File: src/rtl/stream_fifo_if.sv
// stream_fifo_if: write-side and read-side valid/ready streams of stream_fifo
interface stream_fifo_if #(parameter int DataWidth = 16);
    logic [DataWidth-1:0] din_i;
    logic                 din_val_i;
    logic                 din_rdy_o;
    logic [DataWidth-1:0] dout_o;
    logic                 dout_val_o;
    logic                 dout_rdy_i;
    modport slave (input din_i, din_val_i, dout_rdy_i, output din_rdy_o, dout_o, dout_val_o);
    modport master (output din_i, din_val_i, dout_rdy_i, input din_rdy_o, dout_o, dout_val_o);
endinterface

File: src/rtl/stream_fifo.sv
// stream_fifo: fall-through valid/ready FIFO with flush, level, watermarks and
// an optional peak-occupancy monitor enabled by STREAM_FIFO_PEAK_EN.
module stream_fifo #(
    parameter int DataWidth      = 16,
    parameter int Depth          = 8,
    parameter int AlmostFullThr  = Depth - 2,
    parameter int AlmostEmptyThr = 2
) (
    input  logic                   clk_i,
    input  logic                   arst_i,
    input  logic                   flush_i,
    stream_fifo_if.slave           bus,
    output logic [$clog2(Depth):0] level_o,
    output logic                   full_o,
    output logic                   empty_o,
    output logic                   almost_full_o,
    output logic                   almost_empty_o,
    output logic [$clog2(Depth):0] peak_level_o
);
    localparam int AW = $clog2(Depth);
    localparam int W = AW + 1;
    localparam logic [W-1:0] AfThr = W'(AlmostFullThr);
    localparam logic [W-1:0] AeThr = W'(AlmostEmptyThr);
    logic [DataWidth-1:0] mem_q [Depth];
    logic [W-1:0] wr_ptr_q, wr_ptr_d, rd_ptr_q, rd_ptr_d;
    logic wr_en, rd_en;
    // Wrap bit differs with equal index bits only when the writer is a lap ahead
    assign full_o = (wr_ptr_q ^ rd_ptr_q) == {1'b1, {AW{1'b0}}};
    assign empty_o = wr_ptr_q == rd_ptr_q;
    assign level_o = wr_ptr_q - rd_ptr_q;
    assign almost_full_o = level_o >= AfThr;
    assign almost_empty_o = level_o <= AeThr;
    assign bus.din_rdy_o = !full_o && !flush_i && !arst_i;
    assign bus.dout_val_o = !empty_o && !flush_i;
    assign bus.dout_o = bus.dout_val_o ? mem_q[rd_ptr_q[AW-1:0]] : '0;
    assign wr_en = bus.din_val_i && bus.din_rdy_o;
    assign rd_en = bus.dout_val_o && bus.dout_rdy_i;
    always_comb begin
        wr_ptr_d = flush_i ? '0 : wr_ptr_q + W'(wr_en);
        rd_ptr_d = flush_i ? '0 : rd_ptr_q + W'(rd_en);
    end
    always_ff @(posedge clk_i or posedge arst_i) begin
        if (arst_i) begin
            wr_ptr_q <= '0;
            rd_ptr_q <= '0;
        end else begin
            wr_ptr_q <= wr_ptr_d;
            rd_ptr_q <= rd_ptr_d;
        end
    end
    always_ff @(posedge clk_i) begin
        if (wr_en) mem_q[wr_ptr_q[AW-1:0]] <= bus.din_i;
    end
`ifdef STREAM_FIFO_PEAK_EN
    logic [W-1:0] peak_q, peak_d, level_d;
    always_comb begin
        level_d = wr_ptr_d - rd_ptr_d;
        peak_d = flush_i ? '0 : (level_d > peak_q ? level_d : peak_q);
    end
    always_ff @(posedge clk_i or posedge arst_i) begin
        if (arst_i) peak_q <= '0;
        else peak_q <= peak_d;
    end
    assign peak_level_o = peak_q;
`else
    assign peak_level_o = '0;
`endif
endmodule

File: src/flat_wrapper.sv
// flat-port wrapper written by rule: the top's interface ports become plain ports
module stream_fifo_flat 
#(
    parameter int DataWidth      = 16,
    parameter int Depth          = 8,
    parameter int AlmostFullThr  = Depth - 2,
    parameter int AlmostEmptyThr = 2
)
  (clk_i, arst_i, flush_i, level_o, full_o, empty_o, almost_full_o, almost_empty_o, peak_level_o, bus_din_i, bus_din_val_i, bus_dout_rdy_i, bus_din_rdy_o, bus_dout_o, bus_dout_val_o);
  stream_fifo_if #(.DataWidth(DataWidth)) bus_i ();
  input  logic clk_i;
  input  logic arst_i;
  input  logic flush_i;
  output logic [$clog2(Depth):0] level_o;
  output logic full_o;
  output logic empty_o;
  output logic almost_full_o;
  output logic almost_empty_o;
  output logic [$clog2(Depth):0] peak_level_o;
  input wire logic [$bits(bus_i.din_i)-1:0] bus_din_i;
  input wire logic [$bits(bus_i.din_val_i)-1:0] bus_din_val_i;
  input wire logic [$bits(bus_i.dout_rdy_i)-1:0] bus_dout_rdy_i;
  output wire logic [$bits(bus_i.din_rdy_o)-1:0] bus_din_rdy_o;
  output wire logic [$bits(bus_i.dout_o)-1:0] bus_dout_o;
  output wire logic [$bits(bus_i.dout_val_o)-1:0] bus_dout_val_o;
  assign bus_i.din_i = bus_din_i;
  assign bus_i.din_val_i = bus_din_val_i;
  assign bus_i.dout_rdy_i = bus_dout_rdy_i;
  assign bus_din_rdy_o = bus_i.din_rdy_o;
  assign bus_dout_o = bus_i.dout_o;
  assign bus_dout_val_o = bus_i.dout_val_o;
  stream_fifo #(.DataWidth(DataWidth), .Depth(Depth), .AlmostFullThr(AlmostFullThr), .AlmostEmptyThr(AlmostEmptyThr)) u_core (.clk_i(clk_i), .arst_i(arst_i), .flush_i(flush_i), .bus(bus_i), .level_o(level_o), .full_o(full_o), .empty_o(empty_o), .almost_full_o(almost_full_o), .almost_empty_o(almost_empty_o), .peak_level_o(peak_level_o));
endmodule
File: config.mk
export PLATFORM = sky130hd
export DESIGN_NAME = stream_fifo_flat
export DESIGN_NICKNAME = d
export VERILOG_FILES = /design/src/rtl/stream_fifo_if.sv /design/src/rtl/stream_fifo.sv /design/src/flat_wrapper.sv
export SDC_FILE = /design/constraint.sdc
export NUM_CORES = 1
export LEC_CHECK = 0
export ABC_AREA = 1
export CAP_MARGIN = 20
export CORE_MARGIN = 2
export CORE_UTILIZATION = 35
export DETAILED_ROUTE_END_ITERATION = 6
export MAX_ROUTING_LAYER = met4
export REMOVE_ABC_BUFFERS = 1
export SYNTH_ARGS = -nofsm -noshare
export SYNTH_HDL_FRONTEND = slang
export SYNTH_SLANG_ARGS = --single-unit
File: constraint.sdc
create_clock -name clk_i -period 2.4 [get_ports clk_i]
set_input_delay 0.36 -clock clk_i [delete_from_list [all_inputs] [get_ports clk_i]]
set_output_delay 0.36 -clock clk_i [all_outputs]
set_load 0.02 [all_outputs]
==> qor.txt <==
DRC Markers = 0
Outcome = finished clean
Placed cell count = 850
Max Slew Vio Count = 0
First-pass iteration count of the detailed router = 4
Seq cells post-synth = 136
Sequential element share of the synthesized area = 67.7%
CP arrival = 2.04 ns
Die area = 0.0181 sq mm
Root Buffer = clkbuf_16
Pwr dens = 733 mW/mm^2
Max Cap Viol = 0
CTS Hold Bufs = 0
Diodes inserted = 0
H-tree depth = 4
Clock Path Buffers = 2
Hold Vio Cnt, Final = 0
CTS buffer count = 17
Via count = 4139
Worst setup SP type = flip-flop
Worst Hold Class = input port to asynchronous set/reset pin
Vias/cell = 4.69
Die width = 135 microns
GR Overflow Total = 0
RD Place Congestion = 0.785
Yosys warnings = 0
TritonCTS clock tree = done
Fin Clk Skew = 0.0155 ns
RSZ-0062 raised after global routing = true
Fmax = 417 MHz
Most frequent cells in the layout = 172 x nand2_1, 128 x edfxtp_1, 83 x nor2_1, 56 x nand3_1, 49 x inv_1
Setup crit end kind = output port
Peak VDD IR = 0.456 mV
Clock sinks = 136
Number of library cell types mapped by synthesis = 27
Routed WL = 13300 microns
Critical Path Fanout Max = 2
Leakage power = 3.06 nW
Post-Syn Area = 0.00597 sq mm
Commonest non-fill, non-tap cell in the layout = nand2_1
Initial antenna violation count = 0
Finished Layout Cells = 883
DR WL/cell = 15.0 microns
Fin crit share = 99.8%
IO buf count = 46
DRT antenna net count = 0
Core Area = 0.0166 sq mm
Vias in the first global route = 4080
Setup Viol. Count Final = 0
Row count = 47
Mapped Cells = 573
Area grow syn2layout = 25.9%
Avg Cell Area, Syn = 10.4 sq um
Initial core utilization = 35.9%
Die Height = 135 microns
Post-route setup slack = 0.00417 ns
Share of cells above drive strength 1 = 17.3%
Later-pin clock latency in the skew report = 0.42 ns
DP Worst Slack = -0.0601 ns
Largest net degree at the start of global routing = 42
Tmin final = 2.40 ns
DR iter-0 viols = 271
Boundary Pins = 51
Nets = 679
Worst Path Required = 2.04 ns
HPWL after DPL = 8100 microns
First-pass GRT wire length = 21200 microns
Setup CP Type = flip-flop to output port
Worst-path clk slew = 0.06 ns
Total track usage = 15.9%
-- cells by family after synthesis --
logic type      after synthesis  share of synthesized area, %
other cells                   1                        0.0628
buf+inv                      85                          6.41
simple gates                318                          21.4
xor+xnor                      4                         0.587
flops                       136                          67.7
compound gates               21                          1.99
fa+ha+maj                     8                          1.80
-- critical path: stages, from the launching register on --
cell	delay, ns
dfrtp_1	0.39
inv_2	0.08
ha_4	0.12
inv_2	0.04
fa_2	0.60
inv_2	0.05
o211ai_1	0.18
buf_4	0.18
-- per-layer routing --
layer,vias to the layer above,wire [microns],part of all wire [%],GRT usage (%)
met5,-,0,0,-
met4,0,142,1.1,4.56
met3,19,799,6.0,4.20
met2,126,6450,49,25.6
met1,1970,5870,44,20.0
li1,2024,-,-,-
-- synthesized netlist by cell type (all sizes together) --
| cell type | instances | area share [%] |
|---|---|---|
| a21oi | 2 | 0.36 |
| and2 | 1 | 0.13 |
| buf | 26 | 2.7 |
| clkbuf | 3 | 0.19 |
| clkinv | 1 | 0.063 |
| conb | 1 | 0.063 |
| dfrtp | 8 | 3.4 |
| edfxtp | 128 | 64 |
| fa | 1 | 0.34 |
| ha | 7 | 1.5 |
| inv | 55 | 3.5 |
| nand2 | 174 | 11 |
| nand3 | 57 | 4.9 |
| nor2 | 85 | 5.3 |
| nor3 | 1 | 0.084 |
| o211ai | 1 | 0.13 |
| o21ai | 18 | 1.5 |
| xnor2 | 3 | 0.44 |
| xor2 | 1 | 0.15 |
-- timing repair --
action / CTS / global route
setup buffers: 2 / 0
resized for setup: 101 / 27
pin swaps: 4 / 7
endpoints found under the setup margin: 25 / 25
-- per-stage QoR --
| stage | power, mW | hold WS, ns | utilization (%) | cell area (sq um) | TNS [ns] |
|---|---|---|---|---|---|
| after detailed placement | 3.00 | 0.560 | 41.6 | 6930 | -0.170 |
| after global routing | 5.69 | 0.282 | 45.2 | 7520 | -0.690 |
| after floorplan | 2.81 | 0.176 | - | 5810 | -111.16 |
| final | 5.51 | 0.253 | 45.2 | 7520 | 0 |
| after global placement | 2.99 | 0.549 | 41.6 | 6930 | -0.204 |
| after CTS | 5.55 | 0.246 | 45.0 | 7490 | -0.0763 |
-- flip-flops by register name, summed over array words and instances, names as in the netlist --
| register | flops |
|---|---|
| u_core.mem_q | 128 |
| u_core.rd_ptr_q | 4 |
| u_core.wr_ptr_q | 4 |
-- final cells by class --
class,count,area (sq um)
clock inverters,13,144
inverters,56,213
repair buffers,84,763
fillers,1512,9130
clock buffers,19,453
well taps,220,275
multi-input cells,355,1620
flip-flops and latches,136,4050
-- where the power goes --
part           switching, mW  internal (mW)  total, mW  leakage (nW)
clock                  0.984           1.59       2.57         0.271
sequential           0.00444           2.61       2.61          1.26
combinational          0.193          0.133      0.326          1.53
-- worst paths after layout --
| path | cells after the start | startpoint | slack (ns) | end |
|---|---|---|---|---|
| setup / recovery | 7 | u_core.wr_ptr_q[0] | 0.004 | almost_full_o |
| hold / removal | 2 | arst_i | 0.25 | u_core.rd_ptr_q[3] |
| setup reg to reg | 9 | u_core.rd_ptr_q[2] | 0.24 | u_core.mem_q[1][12] |
| hold reg to reg | 2 | u_core.rd_ptr_q[3] | 0.58 | u_core.rd_ptr_q[3] |
| max in group asynchronous | 2 | arst_i | 1.88 | u_core.wr_ptr_q[1] |
| min in group clk_i | 2 | u_core.rd_ptr_q[3] | 0.58 | u_core.rd_ptr_q[3] |
(Power assumes the default switching activity.)
==> RTL change 1: new RTL, same settings <==
`DataWidth` is set to 16 in 3 places; all go to 32.
--- a/src/rtl/stream_fifo_if.sv
+++ b/src/rtl/stream_fifo_if.sv
@@ -1,5 +1,5 @@
 // stream_fifo_if: write-side and read-side valid/ready streams of stream_fifo
-interface stream_fifo_if #(parameter int DataWidth = 16);
+interface stream_fifo_if #(parameter int DataWidth = 32);
     logic [DataWidth-1:0] din_i;
     logic                 din_val_i;
     logic                 din_rdy_o;
--- a/src/rtl/stream_fifo.sv
+++ b/src/rtl/stream_fifo.sv
@@ -1,7 +1,7 @@
 // stream_fifo: fall-through valid/ready FIFO with flush, level, watermarks and
 // an optional peak-occupancy monitor enabled by STREAM_FIFO_PEAK_EN.
 module stream_fifo #(
-    parameter int DataWidth      = 16,
+    parameter int DataWidth      = 32,
     parameter int Depth          = 8,
     parameter int AlmostFullThr  = Depth - 2,
     parameter int AlmostEmptyThr = 2
--- a/src/flat_wrapper.sv
+++ b/src/flat_wrapper.sv
@@ -1,7 +1,7 @@
 // flat-port wrapper written by rule: the top's interface ports become plain ports
 module stream_fifo_flat 
 #(
-    parameter int DataWidth      = 16,
+    parameter int DataWidth      = 32,
     parameter int Depth          = 8,
     parameter int AlmostFullThr  = Depth - 2,
     parameter int AlmostEmptyThr = 2
Interface: changed (resized bus_din_i and bus_dout_o); port bits go from 51 to 83. The function was not compared with the original's and may differ.
==> RTL change 1 against the original RTL <==
  * The flow now finishes with violations (setup timing)
  * Utilization grew 1.4 points
  * Final cell count grew 82%
  * Worst setup slack lost 0.17 ns
  * Register-to-register slack lost 0.18 ns
  * Clock skew is essentially flat
  * Sequential cell count grew 128
  * Hold slack lost 0.16 ns
  * Total power grew 79%
  * Design area grew 96%
  * Maximum frequency shrank 6.8%
  * Area after synthesis grew 89%
  * Wire length grew 110%
  * Largest cell class unchanged
  * Largest power group unchanged
==> RTL change 1: results <==
group,metric,value,unit
setup_path,worst_r2r_startpoint,"u_core.rd_ptr_q[0]$_DFF_PP0_",
setup_path,cp.arrival,2.21,ns
power,power.density,668.5,mW/mm^2
clocking,h-tree-depth,1,
place,final_estimated_routing_congestion_in_global_placement,0.7437,
routing,route.met2.wl,13620,um
finish,largest_register_ff_count,256,
synthesis,synth-async-reset-ratio,0.03030,
clocking,number_of_cts_inserted_buffers,27,
timing,finalSetupViolations,37,
synthesis,synth_enable_flop_cells,256,
timing,timing.final.ws_setup,-0.1704,ns
synthesis,synth_compound_area_frac,0.01764,
synthesis,post_synthesis_share_of_cell_area_spent_on_xor_and_xnor_gates,0.003106,
power,worst_ir_drop_vdd,0.6052,mV
setup_path,r2r_end,"u_core.rd_ptr_q[2]$_DFF_PP0_",
synthesis,synthAdderAreaFrac,0.009539,
clocking,worst_skew_pair.late_latency,0.54,ns
power,seq_power,5.09,mW
place,dp_worst_setup_slack,-0.2448,ns
routing,post_detailed_route_wirelength_per_cell,17.66,um
place,io_buffer_count,78,
global_route,grt_pass1_vias,7517,
global_route,grt_pass1_wl,42320,um
finish,drive_above_1_share,0.2081,
run_status,failed_checks,"setup timing",
setup_path,cpMaxStageDelayCell,"sky130_fd_sc_hd__dfrtp_4",
place,post_dp_cell_area,0.01298,mm^2
global_route,met1_usage,0.2184,
run_status,outcome,"finished, violations left",
place,placedCellCount,1532,
setup_path,timing.critical_path.to,"bus_dout_o[13]",
synthesis,yosys-top-cells-count,"sky130_fd_sc_hd__nand2_1 (337), sky130_fd_sc_hd__edfxtp_1 (256), sky130_fd_sc_hd__nor2_1 (148), sky130_fd_sc_hd__nand3_1 (102), sky130_fd_sc_hd__inv_1 (86)",
power,leakage,5.747,nW
setup_path,cp_slowest_stage_delay,0.50,ns
global_route,maximum_number_of_pins_on_one_net_before_global_route_repair,69,
timing,setup_tns,-4.111,ns
routing,wl,28430,um
power,power.internal,7.709,mW
routing,routed_via_density,4.778,
routing,detail_route.wirelength.met1,12890,um
[RTL change 1: cell types whose count changed in the layout (fill, tap and decap cells not counted), moves of 18 or more]
| cell | change |
|---|---|
| sky130_fd_sc_hd__nor2_4 | +30 |
| sky130_fd_sc_hd__inv_1 | +29 |
| sky130_fd_sc_hd__nand2_1 | +140 |
| sky130_fd_sc_hd__edfxtp_1 | +128 |
| sky130_fd_sc_hd__nand3_1 | +46 |
| sky130_fd_sc_hd__o21ai_0 | +18 |
| sky130_fd_sc_hd__buf_6 | +34 |
[RTL change 1: area by class of cell]
class,instances,area share
tap,402,0.03412
timing repair buffer,160,0.1333
inverter,88,0.02453
clock inverter,13,0.008742
sequential,264,0.5354
multi-input combinational,644,0.2152
antenna,2,0.0003395
clock buffer,37,0.04838
[RTL change 1: what timing repair did]
item                                    CTS  global route
resized for setup                       277            97
pin swaps                                13            25
endpoints found under the setup margin   42            40
cloned                                    6             8
endpoints found under the hold margin     0             0
hold buffers                              0             0
buffers inserted                         10             5
==> RTL change 2: new RTL, same flow settings <==
Made on the original files. Register the output `level_o`, with the module's reset; this adds one clock of latency there. The other outputs are not delayed to match.
--- a/src/rtl/stream_fifo.sv
+++ b/src/rtl/stream_fifo.sv
@@ -21,15 +21,17 @@
     localparam int W = AW + 1;
     localparam logic [W-1:0] AfThr = W'(AlmostFullThr);
     localparam logic [W-1:0] AeThr = W'(AlmostEmptyThr);
+
+    logic [$clog2(Depth):0] level_c;
     logic [DataWidth-1:0] mem_q [Depth];
     logic [W-1:0] wr_ptr_q, wr_ptr_d, rd_ptr_q, rd_ptr_d;
     logic wr_en, rd_en;
     // Wrap bit differs with equal index bits only when the writer is a lap ahead
     assign full_o = (wr_ptr_q ^ rd_ptr_q) == {1'b1, {AW{1'b0}}};
     assign empty_o = wr_ptr_q == rd_ptr_q;
-    assign level_o = wr_ptr_q - rd_ptr_q;
-    assign almost_full_o = level_o >= AfThr;
-    assign almost_empty_o = level_o <= AeThr;
+    assign level_c = wr_ptr_q - rd_ptr_q;
+    assign almost_full_o = level_c >= AfThr;
+    assign almost_empty_o = level_c <= AeThr;
     assign bus.din_rdy_o = !full_o && !flush_i && !arst_i;
     assign bus.dout_val_o = !empty_o && !flush_i;
     assign bus.dout_o = bus.dout_val_o ? mem_q[rd_ptr_q[AW-1:0]] : '0;
@@ -65,5 +67,13 @@
 `else
     assign peak_level_o = '0;
 `endif
+    always_ff @(posedge clk_i or posedge arst_i) begin
+        if (arst_i) begin
+            level_o <= '0;
+        end else begin
+            level_o <= level_c;
+        end
+    end
+
 endmodule
 
Function: changed (a bounded check fails within 4 cycles, from zero or initial values and one cycle with arst_i high).
==> RTL change 2 against the original RTL <==
  * The run now ends with setup timing left
  * First-iteration DRC count is 26% lower
  * Wire length rose by 2.3%
  * Critical path depth up 2
  * Non-clock buffer count increased by 10
  * Design area rose by 4.9%
  * Largest power group unchanged
  * Sequential cell count is 4 higher
  * Combinational power grew 15%
  * Area after synthesis up 1.7%
  * Worst setup slack worse by 0.0073 ns
  * Die area is 1.6% higher
  * Total power up 1.0%
==> RTL change 2: results <==
group,metric,value,unit
run_status,outcome,"finished, violations left",
run_status,failed_checks,"setup timing",
place,place.detailed.hpwl,8190,um
place,final_estimated_routing_congestion_in_global_placement,0.7669,
finish,nNetsFinal,693,
global_route,grt_pass1_vias,4226,
power,power.density,706.3,mW/mm^2
place,placedCellCount,862,
synthesis,post_synthesis_share_of_cell_area_spent_on_xor_and_xnor_gates,0.005772,
synthesis,part_of_the_yosys_area_used_for_sequential_elements,0.6827,
synthesis,synth_compound_area_frac,0.01958,
global_route,maximum_number_of_pins_on_one_net_before_global_route_repair,35,
setup_path,path_delay_family,"flip-flops",
routing,vias,4104,
power,worst_ir_drop_vdd,0.4646,mV
routing,dr.first_iter.drc_count,200,
synthesis,synth-async-reset-ratio,0.08571,
synthesis,synthAdderAreaFrac,0.01773,
global_route,groute.usage.overall,0.1655,
timing,setup_tns,-0.003116,ns
global_route,grt_pass1_wl,21870,um
timing,finalSetupViolations,1,
power,leakage,3.171,nW
routing,post_detailed_route_wirelength_per_cell,15.05,um
routing,wl,13570,um
finish,drive_above_1_share,0.2142,
timing,timing.final.ws_setup,-0.003116,ns
timing,skew,0.006687,ns
-- RTL change 2: where the power goes --
group	switching [mW]	internal [mW]
combinational	0.216	0.159
clock	0.986	1.52
sequential	0.00538	2.68
total	1.21	4.36
-- RTL change 2: worst paths after layout --
kind                       depth (start not counted)                           end                          from  slack (ns)
min                                                2  u_core.rd_ptr_q[3]$_DFF_PP0_                        arst_i        0.33
max reg2reg                                       13  u_core.rd_ptr_q[2]$_DFF_PP0_  u_core.rd_ptr_q[2]$_DFF_PP0_        0.13
max                                                9                bus_dout_o[15]  u_core.wr_ptr_q[1]$_DFF_PP0_      -0.003
max in group asynchronous                          2  u_core.rd_ptr_q[0]$_DFF_PP0_                        arst_i        1.71
min reg2reg                                        3  u_core.wr_ptr_q[3]$_DFF_PP0_  u_core.wr_ptr_q[3]$_DFF_PP0_        0.59
min in group clk_i                                 3  u_core.wr_ptr_q[3]$_DFF_PP0_  u_core.wr_ptr_q[3]$_DFF_PP0_        0.59
-- RTL change 2: metal layers --
metal	track usage	up-vias	share of wire	wire, um
met5	-	-	0	0
met4	0.06713	0	0.020	265
met3	0.04115	25	0.055	748
met2	0.2696	108	0.51	6916
met1	0.1976	1917	0.42	5643
li1	-	2054	-	-
-- RTL change 2: metrics by stage --
stage	hold slack [ns]	setup slack, ns	area, um^2
6_report	0.3339	-0.003116	7885
5_1_grt	0.3655	-0.07430	7885
4_1_cts	0.3360	-0.1303	7699
3_5_place_dp	0.5833	-0.09263	7042
3_3_place_gp	0.5529	-0.05709	7042
2_1_floorplan	0.2247	-0.7526	5911
-- RTL change 2: final cells by class --
type                       count  area (um^2)
clock buffer                  17        425.4
clock inverter                15        147.6
fill                        1543         9231
inverter                      56        214.0
multi-input combinational    355         1750
sequential                   140         4145
tap                          225        281.5
timing repair buffer          94        920.9
-- RTL change 2: worst reg2reg max path, delay by kind of cell (launching register included) --
| family | cells | cell delay, ns |
|---|---|---|
| flip-flops | 1 | 0.37 |
| XOR/XNOR | 1 | 0.13 |
| adder cells (fa/ha/maj) | 3 | 0.66 |
| buffers and inverters | 5 | 0.55 |
| AND/OR/NAND/NOR | 3 | 0.36 |
| AO/OA/AOI/OAI | 1 | 0.09 |
-- RTL change 2: what timing repair did --
| item | in CTS | in global routing |
|---|---|---|
| pin swaps | 3 | 18 |
| gates resized for setup | 102 | 69 |
| gates cloned | 1 | 0 |
| endpoints found under the setup margin | 22 | 21 |
| buffers inserted | 5 | 3 |
| hold buffers | 0 | 0 |
